### src/rtl/psel_pkg.sv
// Shared types and width helpers for the multi-grant round-robin selector.
package psel_pkg;

    typedef enum logic {
        PSEL_ROTATE   = 1'b0,
        PSEL_LAST_GNT = 1'b1
    } psel_mode_e;

    // Index width; a floor of 1 keeps ports legal for degenerate sizes.
    function automatic int idx_w(input int width);
        return (width > 1) ? $clog2(width) : 1;
    endfunction

    // Width of a grant counter able to hold 0..num_gnt.
    function automatic int cnt_w(input int num_gnt);
        return (num_gnt > 0) ? $clog2(num_gnt + 1) : 1;
    endfunction

endpackage

### src/rtl/psel_rr_find.sv
// First unmasked request at or after start_i, wrapping mod WIDTH.
module psel_rr_find #(
    parameter int WIDTH = 4,
    parameter int IDX_W = 2
) (
    input  logic [WIDTH-1:0] req_i,
    input  logic [WIDTH-1:0] mask_i,
    input  logic [IDX_W-1:0] start_i,
    output logic [IDX_W-1:0] idx_o,
    output logic             found_o
);

    logic [WIDTH-1:0] avail;
    logic [WIDTH-1:0] sh;
    logic             hit;
    int               pos;

    always_comb begin
        avail = req_i & ~mask_i;
        sh    = '0;
        hit   = 1'b0;
        pos   = 0;
        idx_o = '0;
        for (int i = 0; i < WIDTH; i++) begin
            pos = int'(start_i) + i;
            if (pos >= WIDTH) pos = pos - WIDTH;
            sh = avail >> pos;
            if (!hit && sh[0]) begin
                hit   = 1'b1;
                idx_o = IDX_W'(pos);
            end
        end
        found_o = hit;
    end

endmodule

### src/rtl/psel_rr_multi.sv
// Round-robin selector granting up to NUM_GNT requesters per cycle from a
// registered priority pointer, with rotate or advance-past-last-grant update.
module psel_rr_multi
    import psel_pkg::*;
#(
    parameter int WIDTH   = 4,
    parameter int NUM_GNT = 1,
    parameter int MODE    = 0,
    parameter int IDX_W   = idx_w(WIDTH)
) (
    input  logic                            clock,
    input  logic                            reset,
    input  logic [WIDTH-1:0]                req,
    input  logic                            en,
    input  logic                            lock,
    output logic [WIDTH-1:0]                gnt,
    output logic [NUM_GNT-1:0][IDX_W-1:0]   gnt_idx,
    output logic [NUM_GNT-1:0]              gnt_valid,
    output logic [cnt_w(NUM_GNT)-1:0]       gnt_cnt,
    output logic [IDX_W-1:0]                ptr
);

    localparam int         CNT_W  = cnt_w(NUM_GNT);
    localparam psel_mode_e MODE_E = (MODE == 1) ? PSEL_LAST_GNT : PSEL_ROTATE;

    if (WIDTH < 2) begin : g_chk_width
        $error("psel_rr_multi: WIDTH must be >= 2");
    end
    if (NUM_GNT < 1 || NUM_GNT > WIDTH) begin : g_chk_ngnt
        $error("psel_rr_multi: NUM_GNT must be in 1..WIDTH");
    end
    if (MODE != 0 && MODE != 1) begin : g_chk_mode
        $error("psel_rr_multi: MODE must be 0 or 1");
    end

    logic [IDX_W-1:0]              ptr_q, ptr_d;
    logic [NUM_GNT-1:0][IDX_W-1:0] f_idx;
    logic [NUM_GNT-1:0]            f_found;
    logic [IDX_W-1:0]              last_idx;

    function automatic logic [IDX_W-1:0] inc_wrap(input logic [IDX_W-1:0] v);
        if (v == IDX_W'(WIDTH - 1)) return '0;
        return v + IDX_W'(1);
    endfunction

    // Each slot masks out every grant made by the slots ahead of it.
    for (genvar k = 0; k < NUM_GNT; k++) begin : g_slot
        logic [WIDTH-1:0] mask_in;
        logic [WIDTH-1:0] mask_out;

        if (k == 0) begin : g_first
            assign mask_in = '0;
        end else begin : g_next
            assign mask_in = g_slot[k-1].mask_out;
        end

        psel_rr_find #(
            .WIDTH (WIDTH),
            .IDX_W (IDX_W)
        ) u_find (
            .req_i   (req),
            .mask_i  (mask_in),
            .start_i (ptr_q),
            .idx_o   (f_idx[k]),
            .found_o (f_found[k])
        );

        assign mask_out = mask_in | (f_found[k] ? (WIDTH'(1) << f_idx[k]) : '0);
    end

    always_comb begin
        gnt       = '0;
        gnt_idx   = '0;
        gnt_valid = '0;
        gnt_cnt   = '0;
        last_idx  = '0;
        if (en) begin
            for (int k = 0; k < NUM_GNT; k++) begin
                if (f_found[k]) begin
                    gnt          = gnt | (WIDTH'(1) << f_idx[k]);
                    gnt_idx[k]   = f_idx[k];
                    gnt_valid[k] = 1'b1;
                    gnt_cnt      = gnt_cnt + CNT_W'(1);
                    last_idx     = f_idx[k];
                end
            end
        end
    end

    always_comb begin
        ptr_d = ptr_q;
        if (en && !lock) begin
            if (MODE_E == PSEL_ROTATE) begin
                ptr_d = inc_wrap(ptr_q);
            end else if (gnt_cnt != '0) begin
                ptr_d = inc_wrap(last_idx);
            end
        end
    end

    always_ff @(posedge clock or negedge reset) begin
        if (!reset) ptr_q <= '0;
        else        ptr_q <= ptr_d;
    end

    assign ptr = ptr_q;

endmodule

### config.mk
export PLATFORM = sky130hd
export DESIGN_NAME = psel_rr_multi
export DESIGN_NICKNAME = d
export VERILOG_FILES = /design/src/rtl/psel_pkg.sv /design/src/rtl/psel_rr_find.sv /design/src/rtl/psel_rr_multi.sv
export SDC_FILE = /design/constraint.sdc
export NUM_CORES = 1
export LEC_CHECK = 0
export ABC_CLOCK_PERIOD_IN_PS = 2500
export BUFFER_PORTS_ARGS = -buffer_cell sky130_fd_sc_hd__buf_2
export CAP_MARGIN = 20
export CORE_AREA = 4 4 41 43
export CTS_BUF_LIST = sky130_fd_sc_hd__clkbuf_2
export CTS_CLUSTER_DIAMETER = 100
export CTS_CLUSTER_SIZE = 24
export DETAILED_ROUTE_END_ITERATION = 7
export DIE_AREA = 0 0 45 47
export PLACE_DENSITY = 0.71
export SETUP_SLACK_MARGIN = 0.1
export SLEW_MARGIN = 20
export SYNTH_ARGS = -nofsm -noshare
export SYNTH_HDL_FRONTEND = slang
export SYNTH_SLANG_ARGS = --single-unit
### constraint.sdc
create_clock -name clock -period 2.5 [get_ports clock]
set_clock_uncertainty 0.1 [all_clocks]
set_input_delay 0.125 -clock clock [delete_from_list [all_inputs] [get_ports clock]]
set_output_delay 0.125 -clock clock [all_outputs]
set_load 0.01 [all_outputs]
== After elaboration in Yosys (flattened, before gate mapping) ==
Cells that the tools add are included.

* Output and inout bits: 10
* Flip-flop bits (word level): 2

* Eq/ne operators: 1
* Add/sub/neg operators: 8
* $lt $le $gt $ge: 4
* Shifts and indexed selects: 5
* Reductions and logical operators: 8
* Mux-type cells: 22

{| class="wikitable"
|+ Operator list
! cell !! count
|-
| $mux W32 || 4
|-
| $shr A4 B32 Y1 || 4
|-
| $ge A32 B4 Y1 const B || 3
|-
| $sub A32 B4 Y32 const B || 3
|-
| $mux W2 || 8
|-
| $mux W1 || 8
|-
| $mux W4 || 2
|-
| $add A2 B2 Y3 const B || 2
|-
| $logic_and A1 B1 Y1 || 4
|-
| $logic_not A1 Y1 || 4
|-
| $shl A1 B2 Y4 const A || 1
|-
| $sub A2 B3 Y4 const B || 1
|-
| $add A2 B1 Y3 const B || 1
|-
| $ge A2 B3 Y1 const B || 1
|-
| $add A2 B1 Y2 const B || 1
|-
| $eq A2 B2 Y1 const B || 1
|}

== Longest topological paths before layout ==
Gate-level depths: netlist of the first run.

* Word-level depth: 16
* Gate-level depth with buffers: 10
* Gate-level depth less buffers: 7

== By module ==
From an unflattened synthesis of the first run, not the netlist that was laid out.

* Cells, all modules: 61
* Area, all modules: 538.0 µm²

{| class="wikitable"
|+ By module, submodules not included
! module !! area an instance (µm²) !! cells an instance !! instances
|-
| psel_rr_find || 371.6 || 45 || 1
|-
| psel_rr_multi || 166.4 || 16 || 1
|}

== Worst setup path after synthesis of the first run ==
No wires, ideal clock.

* Kind: reg-to-output
* From: register ptr_q[0], in the netlist ptr[0]
* To: output port gnt[2]
* Arrival: 2.571 ns
* Path slack: -0.296 ns
* Cell stages (with the launch flop): 10
* Path buffers: 3
* Data required time: 2.275 ns
* Path through: dfrtp_1 -> buf_6 -> buf_4 -> inv_1 -> ha_1 -> clkbuf_1 -> mux4_2 -> a2111oi_4 -> nand2_1 -> a211oi_1

* Longest elaborated chain between the ends: 16

{| class="wikitable"
|+ Ends and longest elaborated chain
! element !! RTL line !! source
|-
| start, declared || psel_rr_multi.sv:36 || <nowiki>logic [IDX_W-1:0] ptr_q, ptr_d;</nowiki>
|-
| start signal, assigned || psel_rr_multi.sv:103 || <nowiki>else ptr_q <= ptr_d;</nowiki>
|-
| parallel branches: the longest is 14 deep, another holds $sub A32 B4 Y32 || n/a ||
|-
| $mux W4 (*) || psel_rr_multi.sv:79 || <nowiki>if (f_found[k]) begin</nowiki>
|-
| $mux W4 (*) || psel_rr_multi.sv:77 || <nowiki>if (en) begin</nowiki>
|-
| end, declared || psel_rr_multi.sv:16 || <nowiki>output logic [WIDTH-1:0] gnt,</nowiki>
|}

Mark *: on every way between the ends.

== Worst setup path in the final report of the first run ==
* From: register ptr_q[0], in the netlist ptr[0]
* To: output port gnt[3]

Same word-level chain as after synthesis.

==> reports/qor.yml, run 1 <==
period_share_pct: 99.1
dp_hpwl_mm: 1.21
drive_above_1_share_pct: 63.4
routed_wirelength_mm: 1.80
clkTransAtPathRegs_ps: 30
hold_violations: 0
cts-root-buf: "clkbuf_2"
nets: 107
r2r_slack_ps: 1130
cts_buffers: 3
antenna_left: 0
row_count: 13
place.gp.congestion: 0.815
slew_violations: 0
drtIter0Drc: 16
grt_usage_pct: 18.8
die_height_um: 47
via_per_inst: 5.86
avgSynthCellArea_um2: 8.86
critPathKind: "flop to primary output"
start_util_pct: 43.6
clock_path_buffers: 2
syn_nets: 76
ys_types: 31
ys_seq_elements: 2
synthArstFlopShare_pct: 100
worst_pin_slew_ps: 372
die_w_um: 45
first_pass_iters: 4
dieArea_um2: 2120
port_buffers: 17
antenna_found_initial: 0
clk_latency_ps: 190
cp-end-kind: "primary output"
drv_cap: 0
synth-edff-count: 0
h-tree-depth: 1
r2r-end: "ptr[0]$_DFFE_PN0P_"
ys_seq_area_share_pct: 8.83
grt_pass1_vias: 668
synth_flop_cell: "dfrtp_1"
setup-tns-final_ps: 0
crit_fanout: 7
path_delay_family: "compound AO/OA/AOI/OAI gates"
routed-via-count: 633
critical_path.max_stage_delay_ps: 460
ys_warn_count: 0
r2r_cells: 5
path_buf_inv: 2
grt-ovfl-total: 0
status: "completed"
cts_tree: "built"
num_antenna_cells: 0
ir_drop_v: 0.000866
cp_cell_sequence: "inv_6 -> ha_4 -> mux4_2 -> nand2_2 -> nand4_1 -> a21o_1 -> a211oi_2 -> buf_2"
start_kind: "flop"
p_per_area_nw_per_um2: 1560
wl_per_cell_um: 16.6
postLayoutCoreUtil_pct: 64.9
slew_headroom_pct: 75.2
synth_top_cell_by_area: "a2111oi_4"
hold_path.class: "input port to asynchronous set/reset pin"
syn-instance-count: 64
ys_top_cells_by_area: "a2111oi_4 (9.7%), dfrtp_1 (8.8%), ha_1 (8.8%)"
arrival_ps: 2250
finalCriticalPeriod_ps: 2480
ios: 18
grt_start_max_net_pins: 9
crit_path_top_delay_cell: "dfrtp_2"
fmax_mhz: 404
largest_register_ffs: 2
reg2reg_from: "ptr[0]$_DFFE_PN0P_"
setup-violations-final: 0
synth_area_um2: 567
core_um2: 1300
grt_pass1_wl_mm: 2.92
leakage_nw: 0.363
post-synth-top-count-cell: "nor2_1"
ys_top_cells_by_count: "nor2_1 (7), inv_1 (5), nand2_1 (5), ha_1 (4), mux2_2 (4)"
crit_required_ps: 2280
rsz0062_at_grt: "yes"
synth_top_area_share_pct: 9.71
cts_sinks: 2
drc: 0
synthToLayoutAreaGrowth_pct: 49.0
area by class of cell:
cell class | count | area, um^2
Tap cell | 15 | 18.8
Clock buffer | 3 | 15.0
Timing Repair Buffer | 30 | 189
Fill cell | 118 | 457
Multi-Input combinational cell | 53 | 547
Inverter | 5 | 23.8
Sequential cell | 2 | 51.3
metrics by stage:
step | total power, W | instance area [um^2] | setup slack (ps) | instances | hold slack [ps]
after floorplan | 0.000875 | 631 | -122 | 64 | -271
after global placement | 0.00107 | 739 | 112 | 99 | -189
after detailed placement | 0.00109 | 739 | 48.9 | 99 | -188
after CTS | 0.00126 | 821 | 79.8 | 107 | 134
after global routing | 0.00142 | 845 | -81.3 | 108 | 159
final | 0.00132 | 845 | 22.9 | 108 | 155
worst max path at each step:
stage	endpoint	slack (ps)	cells after the start	from
2_1_floorplan	gnt[2]	-120	9	ptr[0]$_DFFE_PN0P_
3_3_place_gp	gnt[2]	110	8	ptr[0]$_DFFE_PN0P_
3_5_place_dp	gnt[2]	50	8	ptr[0]$_DFFE_PN0P_
4_1_cts	gnt[2]	80	8	ptr[0]$_DFFE_PN0P_
5_1_grt	gnt[3]	-80	8	ptr[0]$_DFFE_PN0P_
6_report	gnt[3]	20	8	ptr[0]$_DFFE_PN0P_
per-layer routing:
| layer | GRT usage, % | vias up | share of wire (%) |
|---|---|---|---|
| met5 | 0 | - | 0 |
| met4 | 10.5 | 0 | 0.83 |
| met3 | 0.766 | 2 | 3.7 |
| met2 | 33.3 | 19 | 53 |
| met1 | 22.8 | 309 | 42 |
| li1 | - | 303 | - |
placed cells by master, fill, tap and decap left out, drive strengths merged:
master | synthesis | final
a31o | 1 | 1
a22oi | 3 | 3
buf | 3 | 29
clkbuf | 1 | 3
nand2 | 5 | 5
ha | 4 | 4
a21oi | 4 | 4
o21ai | 3 | 3
a21boi | 2 | 2
mux2 | 4 | 4
nand2b | 2 | 2
o21bai | 2 | 2
a31oi | 1 | 1
nand4 | 1 | 1
o22ai | 1 | 1
dfrtp | 2 | 2
a2111oi | 3 | 3
inv | 5 | 5
dlygate4sd3 | 0 | 1
mux2i | 1 | 1
o311ai | 1 | 1
nor2 | 7 | 7
nor3 | 1 | 1
mux4 | 2 | 2
a21o | 2 | 2
a211oi | 2 | 2
nor2b | 1 | 1
worst reg2reg max path, cell delays in order, from the launching register on:
cell,delay [ps]
dfrtp_2,460
buf_4,150
buf_4,100
ha_1,140
nor2_1,40
mux2_2,260
power breakdown:
part           switching (W)  internal (W)  total (W)
clock network      0.0000168     0.0000318  0.0000486
logic               0.000642      0.000550    0.00119
registers          0.0000279     0.0000504  0.0000783
total               0.000687      0.000632    0.00132
cells by family (layout without fill, tap and decap cells):
| group | Yosys count | after routing | share of synthesized area [%] |
|---|---|---|---|
| AOI/OAI and AO/OA | 25 | 25 | 41.5 |
| adders and majority gates | 4 | 4 | 8.83 |
| buffers and inverters | 9 | 38 | 8.61 |
| DFF | 2 | 2 | 8.83 |
| muxes | 7 | 7 | 17.7 |
| and+or+nand+nor | 17 | 17 | 14.6 |
repair_timing:
action | CTS | global route
hold endpoints to repair | 2 | 0
setup endpoints to repair | 6 | 6
hold buffers | 1 | 0
resized for setup | 8 | 2
pin swaps | 5 | 3
buffers inserted | 4 | 1
Note: power is estimated with default switching activity, not from simulation.
==> run 2, diff against run 1 <==
- ABC_AREA: unset -> 1
- PLACE_DENSITY: 0.71 -> 0.66
==> reports/qor.yml, run 2 <==
antenna_left: 0  # unchanged
setup-tns-final_ps: 0  # unchanged
clkTransAtPathRegs_ps: 30  # about the same
synthToLayoutAreaGrowth_pct: 26.8  # was 49.0%
avgSynthCellArea_um2: 6.53  # was 8.86 um^2
syn_nets: 90  # was 76
grt_usage_pct: 11.0  # was 18.8%
ys_top_cells_by_area: "nand2_1 (11%), nand2_2 (11%), dfrtp_1 (9.8%)"  # was a2111oi_4 (9.7%), dfrtp_1 (8.8%), ha_1 (8.8%)
comb_power_share_pct: 86.7  # was 90.4%
synth-edff-count: 0  # unchanged
synthArstFlopShare_pct: 100  # unchanged
h-tree-depth: 1  # unchanged
p_per_area_nw_per_um2: 1350  # was 1560 nW/um^2
ios: 18  # unchanged
syn-instance-count: 78  # was 64
clkPwrFrac_pct: 5.5  # was 3.7%
hold_path_depth: 4
place_area_um2: 609  # was 739 um^2
finalCriticalPeriod_ps: 2230  # was 2480 ps
total_power_w: 0.000869  # was 0.00132 W
core_um2: 1300  # unchanged
nets: 114  # was 107
via_per_inst: 4.59  # was 5.86
cts-root-buf: "clkbuf_2"  # unchanged
hold_path.class: "input port to flop"  # was input port to asynchronous set/reset pin
grt_pass1_vias: 480  # was 668
mostFrequentLayoutCell: "buf_2"  # unchanged
hold_end: "ptr[0]$_DFFE_PN0P_"
design_area_um2: 646  # was 845 um^2
ir_drop_v: 0.000619  # was 0.000866 V
critPathKind: "flop to primary output"  # unchanged
die_w_um: 45  # unchanged
worst_pin_slew_ps: 218  # was 372 ps
synth_area_um2: 509  # was 567 um^2
cts_sinks: 2  # unchanged
postLayoutCoreUtil_pct: 49.6  # was 64.9%
port_buffers: 17  # unchanged
drc: 0  # unchanged
slew_violations: 0  # unchanged
routed-via-count: 528  # was 633
post-synth-top-count-cell: "nand2_1"  # was nor2_1
whs_ps: 159  # was 155 ps
synth_flop_cell: "dfrtp_1"  # unchanged
dp_hpwl_um: 886  # was 1.21 mm
wl_per_cell_um: 9.23  # was 16.6 um
row_count: 13  # unchanged
cp-end-kind: "primary output"  # unchanged
seqPwrFrac_pct: 7.8  # was 5.9%
p_int_w: 0.000370  # was 0.000632 W
start_util_pct: 39.1  # was 43.6%
drive_above_1_share_pct: 49.0  # was 63.4%
num_antenna_cells: 0  # unchanged
clk_latency_ps: 180  # was 190 ps
synth_top_area_share_pct: 11.1  # was 9.71%
fmax_mhz: 448  # was 404 MHz
switching_share_pct: 57.4  # was 52.1%
ys_types: 20  # was 31
switchingPower_w: 0.000499  # was 0.000687 W
first_pass_iters: 4  # unchanged
largest_register_ffs: 2  # unchanged
r2r-end: "ptr[1]$_DFFE_PN0P_"  # was ptr[0]$_DFFE_PN0P_
cts_tree: "built"  # unchanged
grt_use_met3_pct: 0  # was 0.766%
ys_seq_elements: 2  # unchanged
r2r_slack_ps: 1270  # was 1130 ps
grt_pass1_wl_mm: 1.79  # was 2.92 mm
routed_wirelength_mm: 1.06  # was 1.80 mm
ys_seq_area_share_pct: 9.83  # was 8.83%
r2r_cells: 4  # was 5
grt-ovfl-total: 0  # unchanged
start_kind: "flop"  # unchanged
dieArea_um2: 2120  # unchanged
crit_required_ps: 2280  # about the same
ys_top_cells_by_count: "nand2_1 (15), inv_1 (10), nand2_2 (9), nor2_1 (8), nand3_1 (7)"  # was nor2_1 (7), inv_1 (5), nand2_1 (5), ha_1 (4), mux2_2 (4)
setup-violations-final: 0  # unchanged
ys_warn_count: 0  # unchanged
arrival_ps: 2000  # was 2250 ps
place.gp.congestion: 0.738  # was 0.815
crit_fanout: 6  # was 7
slew_headroom_pct: 85.4  # was 75.2%
layout_common_cells: "buf_2 (17), nand2_1 (15), inv_1 (10)"  # was buf_2 (17), buf_4 (11), nor2_1 (7)
met2_usage_pct: 20.9  # was 33.3%
drtIter0Drc: 6  # was 16
grt_busiest_layer: "met2"  # unchanged
rsz0062_at_grt: "no"  # was yes
worstHoldStart: "lock"
antenna_found_initial: 0  # unchanged
status: "completed"  # unchanged
hold_violations: 0  # unchanged
leakage_nw: 0.388  # was 0.363 nW
grt_start_max_net_pins: 11  # was 9
period_share_pct: 89.2  # was 99.1%
die_height_um: 47  # unchanged
use_met1_pct: 12.9  # was 22.8%
reg2reg_from: "ptr[1]$_DFFE_PN0P_"  # was ptr[0]$_DFFE_PN0P_
synth_top_cell_by_area: "nand2_1"  # was a2111oi_4
drv_cap: 0  # unchanged
nFillCells: 136  # was 118
cts_buffers: 3  # unchanged
clock_path_buffers: 2  # unchanged
==> run 2: cell count changes after synthesis, moves of 3 or more <==
| cell | previous run | this run |
|---|---|---|
| mux2_2 | 4 | 0 |
| nand3_1 | 0 | 7 |
| nand3_2 | 0 | 3 |
| inv_1 | 5 | 10 |
| nand2_4 | 0 | 4 |
| nor2_2 | 0 | 3 |
| nand2_1 | 5 | 15 |
| nand2_2 | 0 | 9 |
==> run 2: worst max-delay path by stage <==
stage                     endpoint  depth (start not counted)                from
after floorplan             gnt[0]                         12  ptr[0]$_DFFE_PN0P_
after global placement      gnt[3]                         11  ptr[1]$_DFFE_PN0P_
after detailed placement    gnt[3]                         11  ptr[1]$_DFFE_PN0P_
after CTS                   gnt[3]                         11  ptr[1]$_DFFE_PN0P_
after global routing        gnt[0]                         12  ptr[1]$_DFFE_PN0P_
final                       gnt[0]                         12  ptr[1]$_DFFE_PN0P_
==> run 2: cells by family after synthesis <==
kind of cell / count (synthesis) / share of synthesized area (%)
simple gates: 53 / 61.7
fa+ha+maj: 4 / 9.83
buf+inv: 15 / 14.7
compound gates: 4 / 3.93
flops: 2 / 9.83
==> run 2: through the flow <==
stage,worst slack (ps),cells
floorplan,481,78
global placement,350,110
detailed placement,315,110
CTS,108,114
global route,83.9,115
finish,270,115
==> run 2: routing by layer <==
| layer | vias up | routed length, um | part of all wire, % |
|---|---|---|---|
| met3 | 2 | 18 | 1.7 |
| met4 | 0 | 3 | 0.28 |
| met2 | 12 | 596 | 56 |
| met1 | 228 | 442 | 42 |
| li1 | 286 | - | - |
| met5 | - | 0 | 0 |
==> run 2: power by group through the flow <==
stage	combinational, W	sequential, W	clock, W
after detailed placement	0.000732	0.0000761	0
after global placement	0.000724	0.0000752	0
after CTS	0.000735	0.0000759	0.0000508
final	0.000753	0.0000679	0.0000474
after global routing	0.000851	0.0000712	0.0000546
after floorplan	0.000566	0.0000767	0
==> run 2: critical path, stage by stage (launching register included) <==
cell and delay [ps]:
dfrtp_2 420, inv_2 110, ha_2 320, inv_1 160, nand3_1 110, nand2_2 90
nor2_2 50, nor2_1 110, nand2_1 90, nand2_2 80, nand2_1 70, nor2_1 90
buf_2 130
==> run 2: cell type report <==
cell class / count / area [um^2] / area share (%)
flip-flops and latches: 2 / 51.3 / 7.95
repair buffers: 21 / 118 / 18.2
well taps: 15 / 18.8 / 2.91
clock buffers: 3 / 15.0 / 2.33
inverters: 13 / 56.3 / 8.72
multi-input cells: 61 / 387 / 59.9
==> run 2: what timing repair did <==
action,in CTS,in global routing
hold buffers,1,0
setup buffers,0,1
resized for setup,0,2
setup endpoints to repair,0,6
endpoints found under the hold margin,2,0
